File: src/rtl/bcd_display_driver.sv
// bcd_display_driver
//   Calculator result display stage. A DATA_W-bit unsigned result is converted
//   to DIGITS decimal digits by a sequential double-dabble converter (one bit
//   per cycle). Each digit then drives one registered, active-low segment byte
//   {dp,g,f,e,d,c,b,a}.
//   Handshake: a load strobe starts a conversion. busy is high while the
//   converter iterates. done pulses for one cycle when the display registers
//   update. A one-deep pending slot holds the latest load that arrives while
//   a conversion is in flight.
//   Values that do not fit in DIGITS digits, or that arrive with ovf_in set,
//   show dashes on every digit.
//   Optional feature: define LEADING_ZERO_BLANK_EN to blank zero digits above
//   the most significant non-zero digit. The units digit always stays lit.
module bcd_display_driver #(
    parameter int DIGITS = 3,
    parameter int DATA_W = 8
) (
    input  logic                clock,
    input  logic                reset_n,
    input  logic                load,
    input  logic [DATA_W-1:0]   value,
    input  logic                ovf_in,
    output logic                busy,
    output logic                done,
    output logic                range_ovf,
    output logic [8*DIGITS-1:0] segments
);

    // One spare nibble above the displayed digits keeps every carry in the converter.
    localparam int BCD_W = 4 * (DIGITS + 1);
    localparam int CNT_W = (DATA_W > 1) ? $clog2(DATA_W) : 1;

    function automatic int unsigned pow10(input int n);
        int unsigned p;
        p = 1;
        for (int i = 0; i < n; i++) p = p * 10;
        return p;
    endfunction

    localparam logic [31:0] LIMIT    = 32'(pow10(DIGITS) - 1);
    localparam logic [CNT_W-1:0] LAST = CNT_W'(DATA_W - 1);

    // Active-low segment pattern for one decimal digit.
    function automatic logic [7:0] seg_code(input logic [3:0] d);
        case (d)
            4'd0:    seg_code = 8'hC0;
            4'd1:    seg_code = 8'hF9;
            4'd2:    seg_code = 8'hA4;
            4'd3:    seg_code = 8'hB0;
            4'd4:    seg_code = 8'h99;
            4'd5:    seg_code = 8'h92;
            4'd6:    seg_code = 8'h82;
            4'd7:    seg_code = 8'hF8;
            4'd8:    seg_code = 8'h80;
            4'd9:    seg_code = 8'h90;
            default: seg_code = 8'hFF;
        endcase
    endfunction

    typedef enum logic [1:0] {
        S_IDLE,
        S_CONV,
        S_SHOW
    } state_t;

    state_t               state;
    logic [CNT_W-1:0]     cnt;
    logic [DATA_W-1:0]    shreg;
    logic [DATA_W-1:0]    cap_val;
    logic                 cap_ovf;
    logic [BCD_W-1:0]     bcd;
    logic                 carry;
    logic                 pend_valid;
    logic [DATA_W-1:0]    pend_val;
    logic                 pend_ovf;

    logic [BCD_W-1:0]     bcd_adj;
    logic [8*DIGITS-1:0]  seg_next;
    logic                 over;
    logic                 dash;
    logic                 start_go;
    logic [DATA_W-1:0]    start_val;
    logic                 start_ovf;

    // Double-dabble correction: add 3 to every nibble that is 5 or more before the shift.
    always_comb begin
        // NOTE: every combinational output gets a default first so no path can infer a latch.
        bcd_adj = bcd;
        for (int i = 0; i <= DIGITS; i++) begin
            if (bcd[4*i +: 4] >= 4'd5) bcd_adj[4*i +: 4] = bcd[4*i +: 4] + 4'd3;
        end
    end

    // Next display contents, built from the finished BCD result and the overflow conditions.
    always_comb begin
`ifdef LEADING_ZERO_BLANK_EN
        logic lead;
        lead = 1'b1;
`endif
        over     = (32'(cap_val) > LIMIT) || carry;
        dash     = over || cap_ovf;
        seg_next = '1;
        for (int k = DIGITS - 1; k >= 0; k--) begin
            if (dash) begin
                seg_next[8*k +: 8] = 8'hBF;
            end else begin
`ifdef LEADING_ZERO_BLANK_EN
                if (lead && bcd[4*k +: 4] == 4'd0 && k != 0) begin
                    seg_next[8*k +: 8] = 8'hFF;
                end else begin
                    seg_next[8*k +: 8] = seg_code(bcd[4*k +: 4]);
                    lead               = 1'b0;
                end
`else
                seg_next[8*k +: 8] = seg_code(bcd[4*k +: 4]);
`endif
            end
        end
    end

    // Decide whether a conversion starts this cycle and which operand it uses.
    // A load that arrives during SHOW is newer than the pending slot, so it wins.
    always_comb begin
        start_go  = 1'b0;
        start_val = value;
        start_ovf = ovf_in;
        if (state == S_IDLE && load) begin
            start_go = 1'b1;
        end else if (state == S_SHOW) begin
            if (load) begin
                start_go = 1'b1;
            end else if (pend_valid) begin
                start_go  = 1'b1;
                start_val = pend_val;
                start_ovf = pend_ovf;
            end
        end
    end

    // Control FSM with the converter datapath and the registered outputs.
    always_ff @(posedge clock or negedge reset_n) begin
        if (!reset_n) begin
            // NOTE: sequential state uses non-blocking assignments so every register samples pre-edge values.
            state      <= S_IDLE;
            cnt        <= '0;
            shreg      <= '0;
            cap_val    <= '0;
            cap_ovf    <= 1'b0;
            bcd        <= '0;
            carry      <= 1'b0;
            pend_valid <= 1'b0;
            pend_val   <= '0;
            pend_ovf   <= 1'b0;
            busy       <= 1'b0;
            done       <= 1'b0;
            range_ovf  <= 1'b0;
            segments   <= '1;
        end else begin
            done <= 1'b0;
            case (state)
                S_IDLE: ;
                S_CONV: begin
                    if (load) begin
                        pend_valid <= 1'b1;
                        pend_val   <= value;
                        pend_ovf   <= ovf_in;
                    end
                    bcd   <= {bcd_adj[BCD_W-2:0], shreg[DATA_W-1]};
                    carry <= carry | bcd_adj[BCD_W-1];
                    shreg <= shreg << 1;
                    cnt   <= cnt + 1'b1;
                    if (cnt == LAST) begin
                        state <= S_SHOW;
                        busy  <= 1'b0;
                    end
                end
                S_SHOW: begin
                    segments   <= seg_next;
                    range_ovf  <= over;
                    done       <= 1'b1;
                    pend_valid <= 1'b0;
                    state      <= S_IDLE;
                end
                default: state <= S_IDLE;
            endcase
            if (start_go) begin
                state   <= S_CONV;
                busy    <= 1'b1;
                cnt     <= '0;
                shreg   <= start_val;
                cap_val <= start_val;
                cap_ovf <= start_ovf;
                bcd     <= '0;
                carry   <= 1'b0;
            end
        end
    end

endmodule

File: config.mk
export PLATFORM = sky130hd
export DESIGN_NAME = bcd_display_driver
export DESIGN_NICKNAME = d
export VERILOG_FILES = /design/src/rtl/bcd_display_driver.sv
export SDC_FILE = /design/constraint.sdc
export NUM_CORES = 1
export LEC_CHECK = 0
export CORE_ASPECT_RATIO = 1.75
export CORE_MARGIN = 5
export CORE_UTILIZATION = 40
export CTS_BUF_LIST = sky130_fd_sc_hd__clkbuf_16
export DETAILED_ROUTE_END_ITERATION = 16
export PLACE_DENSITY_LB_ADDON = 0.1
export SLEW_MARGIN = 20
export SYNTH_ARGS = -nofsm -noshare
export SYNTH_HDL_FRONTEND = slang
export SYNTH_SLANG_ARGS = --single-unit
File: constraint.sdc
create_clock -name clock -period 2 [get_ports clock]
set_input_delay 0.4 -clock clock [delete_from_list [all_inputs] [get_ports clock]]
set_output_delay 0.4 -clock clock [all_outputs]
set_load 0.02 [all_outputs]
* Yosys cells after proc, flatten, opt, wreduce, memory -nomap -nowiden
Memories as Yosys holds them, arrays and structs flattened. Index checks and enable logic that the tools add are counted. W data, S select, Z words.
Word-level totals: flip-flop bits (word level) 68, ROM bits 336, memories kept 3, logic and storage cells 78, output and inout port bits 27, input bits 12
Cells by class: add/subtract/negate cells 5, $lt $le $gt $ge 4, mux-type cells 36, bitwise operators 1, reduce and logical (&&, ||, !) cells 10, eq/ne operators 6
Memories:
- (name not given) | words 16, bits a word 7, rd ports 1, clocked after memory_dff 0, wr ports 0, line 45 | case (d)
- (name not given) | words 16, bits a word 7, rd ports 1, clocked after memory_dff 0, wr ports 0, line 45
- (name not given) | words 16, bits a word 7, rd ports 1, clocked after memory_dff 0, wr ports 0, line 45
Operators by type and width (count):
- $mux W8 | 9
- $mux W16 | 2
- $add A4 B2 Y4 const B | 4
- $ge A4 B3 Y1 const B | 4
- $mux W4 | 4
- $mux W1 | 15
- $reduce_and A2 Y1 | 4
- $mux W3 | 2
- $reduce_bool A2 Y1 | 3
- $mux W2 | 2
- $ne A2 B2 Y1 const B | 2
- $pmux W2 S2 | 1
- $add A3 B1 Y3 const B | 1
- $eq A3 B3 Y1 const B | 1
- $ne A3 B3 Y1 const B | 1
- $eq A2 B1 Y1 const B | 1
- $eq A2 B2 Y1 const B | 1
- $logic_not A2 Y1 | 1
- $pmux W1 S2 | 1
- $logic_and A1 B1 Y1 | 1
- $logic_or A1 B1 Y1 | 1
- $or A1 B1 Y1 | 1

* Logic depth before layout (Yosys ltp)
Gate-level depths: netlist of run 1.
depth in word-level cells 6, gate-level depth with buffers 6

* Least setup slack after synthesis of run 1
No wires, ideal clock.
path kind register -> register, start point reg bcd[1], end point reg bcd[1], path slack 0.586 ns, arrival time 1.279 ns, setup time 0.135 ns, stages on the path, launching flop included 7, period minus slack after synthesis 1.414 ns, buffers on the path 0, cells stage by stage dfrtp_1 > inv_1 > ha_1 > nand2b_1 > a21oi_1 > xnor2_1 > o21ai_0
On the way: cells in the longest elaborated chain, start to end 4
Ends and longest elaborated chain:
- start: declaration | line 71 | logic [BCD_W-1:0] bcd;
- start signal: assignment | line 168 | bcd <= {bcd_adj[BCD_W-2:0], shreg[DATA_W-1]};
- $ge A4 B3 Y1 | line 90 | if (bcd[4*i +: 4] >= 4'd5) bcd_adj[4*i +: 4] = bcd[4*i +: 4] + 4'd3;
- $mux W4 | line 90
- $mux W16 | line 160 | case (state)
- $mux W16 | line 186 | if (start_go) begin
Every way passes these cells. The select of a mux whose other input is x is not followed. A chain may end at the register's enable or synchronous reset.

* Worst setup path in the final report of run 1
start point reg segments[16], end point out segments[16]
RTL lines:
- start: declaration | line 26 | output logic [8*DIGITS-1:0] segments
- start signal: assignment | line 178 | segments <= seg_next;
No word-level cell between the ends.

==> flow_metrics.py, run 1 <==
metrics = {
    "status": {
        "run_status": "complete, no violations",
    },
    "global_routing": {
        "grt_antenna_before_repair": 0,
        "overflow": 0,
        "grt_pass1_vias": 2672,
        "grt_use_total": 0.1504,
        "grt_pass1_wl_um": 12850,
        "grt_max_degree": 66,
    },
    "placement": {
        "port_buffers": 35,
        "hpwl_um": 5272,
        "gp_congestion": 0.7842,
    },
    "routing": {
        "wl_um": 7213,
        "drtIter0Drc": 123,
        "drc_errors": 0,
        "wl_met2_um": 3824,
        "drtPass1Iterations": 5,
        "num_vias": 2610,
        "via_per_inst": 5.019,
        "ant_nets": 0,
        "wire_per_inst_um": 13.87,
        "highest_layer": "met4",
        "wl_met1_um": 3018,
        "wl_met3_um": 269,
    },
    "worst_setup_path": {
        "cp-start-kind": "register",
        "cp_cell_sequence": "clkdlybuf4s50_1",
        "critPathKind": "reg2out",
        "critPathSlowestCell": "clkdlybuf4s50_1",
        "worstPathMaxFanout": 2,
        "slowest_delay_ns": 0.60,
        "crit_required_ns": 1.60,
        "crit_family": "buffers and inverters",
        "endpoint_kind": "primary output",
        "crit_arrival_ns": 1.45,
        "cp_num_buf_inv": 1,
    },
    "yosys": {
        "syn-cell-area_um2": 3476,
        "synth.distinct_cells": 46,
        "async_flop_share": 1.000,
        "avgSynthCellArea_um2": 9.682,
        "synth-edff-count": 0,
        "yosys_most_used_dff": "dfrtp_1",
        "yosys_register_bits": 65,
        "synthCells": 359,
        "seq_area_frac_synth": 0.4755,
        "yosys_warnings": 0,
    },
    "floorplanning": {
        "core-area_um2": 8615,
        "io_pins": 39,
        "dieArea_um2": 10730,
        "die_h_um": 133.3,
        "initial_core_util": 0.4035,
        "dieWidth_um": 80.47,
        "row_count": 45,
    },
    "timing": {
        "hold_viol_final": 0,
        "finalSetupTns_ns": 0,
        "max_freq_mhz": 539.2,
        "rsz0062_at_grt": "false",
        "period_share": 0.9273,
        "setup_viol": 0,
        "drv_slew": 0,
        "final.min_clock_period_ns": 1.855,
        "clock_skew_ns": 0.005181,
    },
    "clock_tree": {
        "clkLatencyLatePin_ns": 0.33,
        "post-cts-setup-buffer-count": 0,
        "cts_made_buffers": 9,
        "postCtsResizedCells": 0,
        "clock_sinks": 65,
        "cts_root_buffer": "clkbuf_16",
        "path_clk_slew_ns": 0.06,
        "htreeDepth": 3,
        "clock_path_buffers": 2,
        "cts_tree": "done",
        "cts_hold_buf": 0,
    },
    "final_layout": {
        "area_delta_synth_final_pct": 23.00,
        "ff_latch_area_um2": 1653,
        "layout-drive-gt1-share": 0.1737,
        "nNetsFinal": 429,
        "fillers": 823,
        "antennaDiodeCount": 0,
        "utilization": 0.4963,
        "multiInputGateArea_um2": 1632,
    },
    "power": {
        "irDropWorstVdd_uv": 678.3,
        "p_leak_nw": 1.778,
        "cellPowerDensity_nw_per_um2": 1771,
    },
    "flow_run": {
        "maxCapViolations": 0,
    },
    "min_path": {
        "hold_class": "in2async",
    },
}
==> cell usage after synthesis, drive strengths merged (2+ instances only) <==
master  instances  share of area
a211oi          3         0.0065
a21o            2         0.0043
a21oi          35          0.051
a31oi           8          0.014
and3            2         0.0036
buf            19          0.033
clkbuf          5         0.0054
dfrtp          44           0.32
dfstp          21           0.16
ha             19          0.068
inv            17          0.018
mux2            9          0.029
mux2i           3         0.0086
nand2          45          0.051
nand2b          6          0.011
nand3           5         0.0072
nand3b          6          0.013
nor2           24          0.027
nor3            5          0.010
nor3b          10          0.023
o211ai         10          0.022
o21a            3         0.0065
o21ai          27          0.039
o22a            2         0.0050
o22ai           5         0.0090
o311ai          4          0.010
o31ai           2         0.0043
o32a            4          0.012
o41ai           2         0.0050
xnor2           4          0.010
==> worst paths after layout <==
check	from	endpoint	slack [ns]	cells past startpoint
max in group asynchronous	reset_n	segments[17]	1.61	2
worst min register to register	segments[14]	segments[14]	0.47	2
min in group clock	segments[14]	segments[14]	0.47	2
worst min-delay path	reset_n	pend_val[7]	0.08	2
worst max-delay path	segments[16]	segments[16]	0.15	1
worst max register to register	bcd[5]	bcd[5]	0.40	6
==> through the flow <==
stage               setup WS (ns)  instance area [um^2]  instances  power, mW  hold slack [ns]
finish                     0.1455                  4275        520      7.570          0.08006
detailed placement         0.2170                  3965        504      6.005           0.4451
CTS                        0.1259                  4275        520      7.675          0.09424
global placement           0.2443                  3965        504      5.943           0.4412
global route               0.1047                  4275        520      8.220           0.1180
floorplan                  0.5864                  3483        361      4.913           0.1044
==> cell type report <==
cell class,instances,area share
Multi-Input combinational cell,255,0.3816
Sequential cell,65,0.3866
Timing Repair Buffer,50,0.1100
Inverter,17,0.01493
Clock buffer,9,0.05268
Tap cell,117,0.03424
Clock inverter,7,0.01990
==> kinds of logic after synthesis <==
logic type / after synthesis / synth area share
AOI/OAI and AO/OA: 109 / 0.1940
and+or+nand+nor: 107 / 0.1533
DFF: 65 / 0.4755
buffers and inverters: 41 / 0.05724
adders and majority gates: 19 / 0.06840
muxes: 12 / 0.03780
xor gates and xnor gates: 5 / 0.01260
other: 1 / 0.001079
==> per-layer routing <==
layer  up-vias  track usage
met2        40       0.2532
met4         0      0.06015
li1       1344            -
met1      1220       0.1835
met5         -            0
met3         6      0.03315
==> registers in the layout, indices dropped and copies added (netlist names) <==
register    count
shreg           8
state           2
busy            1
cap_ovf         1
pend_ovf        1
segments       21
pend_val        8
done            1
pend_valid      1
cnt             3
bcd            16
range_ovf       1
carry           1
==> placed cells by master, fill, tap and decap left out, types with 6 or more instances in the layout <==
| cell type | n |
|---|---|
| buf_4 | 14 |
| nand3b_1 | 6 |
| dfrtp_1 | 44 |
| nor3b_1 | 9 |
| a31oi_1 | 8 |
| nor2_1 | 23 |
| ha_1 | 19 |
| o21ai_0 | 27 |
| nand2b_1 | 6 |
| clkbuf_16 | 9 |
| clkdlybuf4s50_1 | 34 |
| a21oi_1 | 34 |
| nand2_1 | 44 |
| mux2_2 | 9 |
| inv_1 | 14 |
| dfstp_2 | 21 |
| o211ai_1 | 10 |
==> power by group <==
part	leakage (nW)	internal, mW	switching (mW)	total [mW]
registers	0.761	2.07	0.550	2.62
logic	0.867	1.52	1.79	3.31
clock network	0.150	1.08	0.565	1.64
total	1.78	4.67	2.90	7.57
(Power assumes the default switching activity.)
==> run 2, diff against run 1 <==
- CTS_CLUSTER_SIZE: unset -> 40
- GPL_ROUTABILITY_DRIVEN: unset -> 0
==> results of run 2 <==
The final DEF is identical to that of run 1; final timing and power are the same.
